`src/rtl/regfile_wb.sv`:
```
`default_nettype none
// +----------------------------------------------------------------------+
// | regfile_wb: 32x DATA_W register file, 2 comb read ports, 1 write port |
// | Rev 1.0                                                              |
// +----------------------------------------------------------------------+
module regfile_wb #(
    parameter int DATA_W = 32,
    parameter int BYPASS = 1,
    parameter int CNT_W  = 16
) (
    input  logic              clk,
    input  logic              rst_n,
    input  logic              we,
    input  logic [4:0]        waddr,
    input  logic [DATA_W-1:0] wdata,
    input  logic [4:0]        raddr1,
    output logic [DATA_W-1:0] rdata1,
    input  logic [4:0]        raddr2,
    output logic [DATA_W-1:0] rdata2,
    input  logic [4:0]        dbg_addr,
    output logic [DATA_W-1:0] dbg_data,
    output logic [CNT_W-1:0]  wr_count,
    output logic [4:0]        last_waddr
);

    logic [DATA_W-1:0] regs_q [32];
    logic [DATA_W-1:0] regs_d [32];
    logic [CNT_W-1:0]  cnt_q, cnt_d;
    logic [4:0]        last_q, last_d;
    logic              w_commit;

    // A write to r0 is not a committed write: no storage, counter or index update.
    assign w_commit = we && (waddr != 5'd0);

    always_comb begin
        regs_d = regs_q;
        cnt_d  = cnt_q;
        last_d = last_q;
        if (w_commit) begin
            regs_d[waddr] = wdata;
            cnt_d         = cnt_q + CNT_W'(1);
            last_d        = waddr;
        end
        regs_d[0] = '0;
    end

    always_ff @(posedge clk) begin
        if (!rst_n) begin
            regs_q <= '{default: '0};
            cnt_q  <= '0;
            last_q <= '0;
        end else begin
            regs_q <= regs_d;
            cnt_q  <= cnt_d;
            last_q <= last_d;
        end
    end

    always_comb begin
        rdata1 = regs_q[raddr1];
        if (raddr1 == 5'd0)
            rdata1 = '0;
        else if ((BYPASS != 0) && w_commit && (raddr1 == waddr))
            rdata1 = wdata;
    end

    always_comb begin
        rdata2 = regs_q[raddr2];
        if (raddr2 == 5'd0)
            rdata2 = '0;
        else if ((BYPASS != 0) && w_commit && (raddr2 == waddr))
            rdata2 = wdata;
    end

    assign dbg_data   = regs_q[dbg_addr];
    assign wr_count   = cnt_q;
    assign last_waddr = last_q;

endmodule
`default_nettype wire

```
`config.mk`:
```
export PLATFORM = sky130hd
export DESIGN_NAME = regfile_wb
export DESIGN_NICKNAME = d
export VERILOG_FILES = /design/src/rtl/regfile_wb.sv
export SDC_FILE = /design/constraint.sdc
export NUM_CORES = 2
export LEC_CHECK = 0
export CAP_MARGIN = 20
export CELL_PAD_IN_SITES_DETAIL_PLACEMENT = 2
export CELL_PAD_IN_SITES_GLOBAL_PLACEMENT = 2
export CORE_MARGIN = 4
export CORE_UTILIZATION = 30
export CTS_CLUSTER_DIAMETER = 30
export DETAILED_ROUTE_END_ITERATION = 10
export PLACE_DENSITY = 0.62
export SYNTH_ARGS = -nofsm -noshare
export SYNTH_HDL_FRONTEND = slang
export SYNTH_SLANG_ARGS = --single-unit
```
`constraint.sdc`:
```
create_clock -name clk -period 3.45 [get_ports clk]
set_input_delay 0.69 -clock clk [delete_from_list [all_inputs] [get_ports clk]]
set_output_delay 0.69 -clock clk [all_outputs]
set_load 0.03 [all_outputs]
```
# Yosys cells after proc, flatten, opt, wreduce, memory -nomap -nowiden
# Cells that the tools add are included.
# totals
latchBits	0
word_cells	68
ram_bits	0
inputBits	55
n_memories	0
reg_bits	1013
out_inout_bits	117
rom_bits	0
# classes
bitwise_logic	4
n_mul	0
muxes	16
div_mod_pow	0
n_addsub	1
order_cmp	5
shift	0
n_reduce_logical	7
n_eq_ne	2
# ops
op	count
bitwise mux 1024 bit	1
binary-select mux 32 bit (select 5 bit)	3
two-way mux 32 bit	11
demux 32 bit (select 5 bit)	1
greater-or-equal comparator 6 bit (second input constant)	4
NOT 5 -> 6 bit	4
adder 16 x 1 -> 16 bit (second input constant)	1
== test 5 bit	2
logical NOT 5 bit	2
less-than comparator 6 x 1 -> 1 bit (second input constant)	1
nonzero test 5 bit	1
logical AND 1 bit	4

# Depth between registers and ports, before layout
# depth
word_depth	6
depth_mapped	10
ltp_nobuf	5

# Least setup slack after synthesis
# OpenSTA, ideal clock, no wires.
# synth_path
path_kind	input to output
start	in raddr2[2]
end	out rdata2[17]
slack_ns	-0.210
arrival_time_ns	2.970
path_buffers	4
required_time_ns	2.760
stages	6
cell_sequence	buf_2 -> buf_2 -> buf_1 -> clkbuf_1 -> a21oi_1 -> o41ai_1
# synth_via
elab_chain_len	6
# synth_lines
element	line_no	rtl
start, declared	18	input logic [4:0] raddr2,
NOT 5 -> 6 bit (not written as such)	68	rdata2 = regs_q[raddr2];
binary-select mux 32 bit (select 5 bit)	68	
two-way mux 32 bit (not written as such) (2 in series)	68	
two-way mux 32 bit	71	else if ((BYPASS != 0) && w_commit && (raddr2 == waddr))
two-way mux 32 bit *	69	if (raddr2 == 5'd0)
end, declared	19	output logic [DATA_W-1:0] rdata2,
# Every way passes the cells marked *; elsewhere a longest branch is shown, timed or not. The select of a mux whose other input is x is not followed.

# Worst setup path after layout
# layout_path
start	reg regs_q[895] (netlist name)
end	out dbg_data[31]
# layout_via
elab_chain_len	3
# layout_lines
element	line_no	rtl
start, declared	26	logic [DATA_W-1:0] regs_q [32];
start signal, assigned	53	regs_q <= regs_d;
binary-select mux 32 bit (select 5 bit)	75	assign dbg_data = regs_q[dbg_addr];
two-way mux 32 bit (not written as such) (2 in series)	75	
end, declared	21	output logic [DATA_W-1:0] dbg_data,
# No other way between the ends. The select of a mux whose other input is x is not followed.

==> run summary <==
On the critical path, the stage with the largest delay is an instance of mux4_2. Pin placement for this block handled 172 I/O pins. After synthesis, the mean cell area works out to 9.58 µm².

The clock-pin slew on the worst setup and hold paths works out to 0.04 ns. The critical path startpoint was regs_q[895]$_SDFFE_PN0P_. The routed wire length is 378000 µm, and the detail-routed net length per standard cell is 37.4 µm. The share of the synthesized area in the top cell type came out at 0.327. The checks that failed: setup timing.

TritonCTS built the clock tree. The tools report the final weighted congestion in routability-driven placement as 0.924. Async set-or-reset flop fraction in the synthesized netlist: 0. The run gives 5 as the number of levels the H-tree was split into.

Counting flops and latches in the post-synthesis netlist gives 1013. Counting every sink on the clock net gives 1013. The count of buffers added on input and output ports is 171. The tools report the number of placement rows as 166.

The initial antenna violation count came out at 23. The tools report the reg-to-reg startpoint as wr_count[0]$_SDFFE_PN0P_. For the max-slew violation total from the final report, the log shows 0. The overall fraction of global-route tracks in use was 0.337. The cell family contributing the most delay on the critical path is multiplexers. The fraction of final layout cells with drive strength greater than 1 came out at 0.414.

After global routing, the most crowded layer is met2. Nature of the critical path endpoint: an output pin. The worst setup path is launched from a flop. Max-cap violation count: 0.

The floorplan die height was 463 µm; the headroom to the max-slew limit was 0.338. For the number of clock buffers inserted by TritonCTS, the log shows 331. The synthesized design spends more area on one cell type than any other, namely dfxtp_1.

In the synthesized netlist the dominant register cell turns out to be dfxtp_1. Counting every net in the synthesized netlist gives 6532. The count of routing violations after the opening detailed-route iteration came out at 7380. The run gives 236000 µm as the half-perimeter wire length after placement. Count of cell types in the netlist: 60. In this run, synthesis inferred 0 flip-flops with an integrated enable. Based on the critical path, the design can be clocked at up to 0.271 GHz. The met3 track demand over resource in global routing came out at 0.0862. The leakage component of the power came out at 31.3 nW. For this run, design rule violations remaining after detail routing come to 0. The Yosys step of the flow raised 0 warnings. The first detailed-routing pass ran for 5 iterations.

The number of buffer and inverter instances along the worst setup path is 1. The die covers 214000 µm². Maximum ir drop on the vdd rail: 0.544 mV. The run gives 205000 µm² as the placeable core region. The final-report hold violation count is 0. Data on the critical path is required at its endpoint by 2.76 ns. The maximum number of pins on one net before global-route repair was 132.

The run gives -0.241 ns as the post-route worst setup slack. Maximum clock insertion buffer count: 4. Setup repair after global routing could not meet its margin everywhere.

The tools report the start point of the worst hold path as waddr[1]. The critical path goes through mux4_2 > mux4_2 > mux2_4 > buf_12. For the initial standard-cell utilization of the core, the log shows 0.302.

The flow ran to the end, but the final reports show violations. Sorting the synthesized cells by area gives the leading types as dfxtp_1 33%, mux4_2 26%, nand2_1 13%. The first global-routing pass estimated 520000 µm of wire. Summing every instance area after synthesis gives 62000 µm². Setup violations remaining at the end of the flow were counted as 66. For the worst setup path, the data arrival time is 3.00 ns. In the final timing run, aggregate negative setup slack is -5.43 ns.

The worst setup path category is flop to output pin. After global routing the overflow that remains totals 0. Final critical path time including I/O delays and setup: 3.69 ns. In this run the worst hold path is classified as primary input to flop. The global-route track usage on met2 was 0.526; the portion of the clock cycle consumed by the worst path in the final layout was 1.07.

The number of nets in the layout came out at 7218. Across the routed clock network, the largest skew measured is 0.00592 ns. For the pin with the worst max-slew slack, the measured transition is 0.994 ns.

The synthesis-to-finish area growth is 43.6%, and the total power draw is 47.0 mW. The fraction of the yosys area taken by sequential cells was 0.327. The clock insertion delay at the later pin of the skew report was 0.92 ns; the top fanout value on the critical path was 2.

Once detail routing completed, the nets flagged for antenna violations numbered 0. In this design, the stage delay of the slowest critical-path cell is 0.63 ns. For the instance count of the mapped netlist, the log shows 6476. The master cell of the clock root buffer was clkbuf_16. Across all layers, the routed design uses 63200 vias. Via count of the first global-routing pass: 66200. The most numerous cell type found on the critical path is mux4_2.

The met1 track demand over resource in global routing was 0.436; the die width was 463 µm. The power density of the placed cells was 528 nW/µm²; the average via count per standard cell was 6.25.
final timing paths:
check                           cells past startpoint                    endpoint  slack [ns]
worst max-delay path                                4                dbg_data[31]       -0.24
worst min-delay path                                3  last_waddr[1]$_SDFFE_PN0P_        0.25
worst max register to register                      5   wr_count[12]$_SDFFE_PN0P_        1.74
worst min register to register                      2  last_waddr[0]$_SDFFE_PN0P_        0.47
routing by layer:
| layer | wire, µm | vias up |
|---|---|---|
| li1 | - | 24800 |
| met1 | 152000 | 33700 |
| met2 | 172000 | 3612 |
| met3 | 36500 | 972 |
| met4 | 18300 | 12 |
| met5 | 77 | - |
tightest hold or removal path: cells and delay by family:
family	cells	cell delay (ns)
buffers and inverters	1	0.17
AO/OA/AOI/OAI	1	0.10
AND/OR/NAND/NOR	1	0.14
power by group:
| group | leakage, nW | internal, mW | total (mW) | switching, mW |
|---|---|---|---|---|
| registers | 8.34 | 11.8 | 11.9 | 0.102 |
| logic | 17.5 | 1.92 | 4.62 | 2.70 |
| clock network | 5.47 | 21.4 | 30.5 | 9.09 |
metrics by stage:
step           cell area, µm²  utilization  cells  worst slack [ns]  hold slack, ns
6_report                89000        0.434  10100            -0.241           0.247
5_1_grt                 89000        0.434  10100            -0.258           0.246
4_1_cts                 87700        0.427  10000            -0.206           0.202
3_5_place_dp            73100        0.356   9301            -0.882           0.473
3_3_place_gp            73100        0.356   9301            -0.865           0.466
2_1_floorplan           62100            -   6476            0.0285           0.459
cells by family after synthesis:
group | count (synthesis) | share of synthesized area
buffers and inverters | 722 | 0.0492
multiplexers | 963 | 0.305
flip-flops | 1013 | 0.327
XOR/XNOR | 22 | 0.00311
adder cells (fa/ha/maj) | 1 | 0.000202
AO/OA/AOI/OAI | 1375 | 0.167
AND/OR/NAND/NOR | 2380 | 0.148
cells in the mapped netlist, types with 12 or more instances:
master	instances
clkbuf_1	510
a221o_1	12
a21boi_0	1000
nor3_1	13
and2_1	18
nand2_1	2166
buf_1	34
buf_2	98
o21ai_0	34
a32o_1	12
nand3_1	30
o211a_1	17
a32oi_1	22
mux2_2	147
o22ai_1	24
a221oi_1	25
a21oi_1	25
nor2b_1	17
mux2i_1	90
nor2_1	92
o2111ai_1	22
mux4_2	726
clkbuf_2	30
o211ai_1	16
dfxtp_1	1013
xor2_1	13
a31oi_1	33
buf_4	38
a22o_1	32
a22oi_1	64
cells in the final DEF, fill, tap and decap left out, drive strengths merged, types with 9 or more instances in the layout:
master / instances
a22o: 32
dfxtp: 1013
nand2b: 9
a22oi: 64
o211ai: 16
nor2b: 17
mux2i: 90
a31oi: 33
a32oi: 22
o21ai: 35
o2111ai: 22
buf: 997
o22ai: 24
clkbuf: 447
clkinvlp: 21
nand3: 30
clkinv: 80
o32a: 9
a32o: 12
o211a: 17
a21boi: 1001
and2: 18
bufinv: 33
nand2: 2166
diode: 9
inv: 13
xor2: 13
mux4: 726
nor2: 92
a221o: 12
nor3: 14
a221oi: 25
mux2: 147
clkdlybuf4s50: 53
xnor2: 9
a21oi: 25
flip-flops by register name (all words and copies together) (netlist names):
signal,count
regs_q,992
wr_count,16
last_waddr,5
layout make-up:
cell class	instances	area, µm²
diodes	9	22.5
clock buffers	438	9450
clock inverters	140	1650
fillers	20800	116000
inverters	7	26.3
multi-input cells	4741	40800
flip-flops and latches	1013	20700
well taps	2688	3360
repair buffers	1068	13000
what timing repair did:
item,4_1_cts,5_1_grt
cloned,16,6
resized for setup,606,222
hold buffers,0,0
buffers inserted,154,57
setup endpoints to repair,96,95
pin swaps,79,69
(Power assumes the default switching activity.)
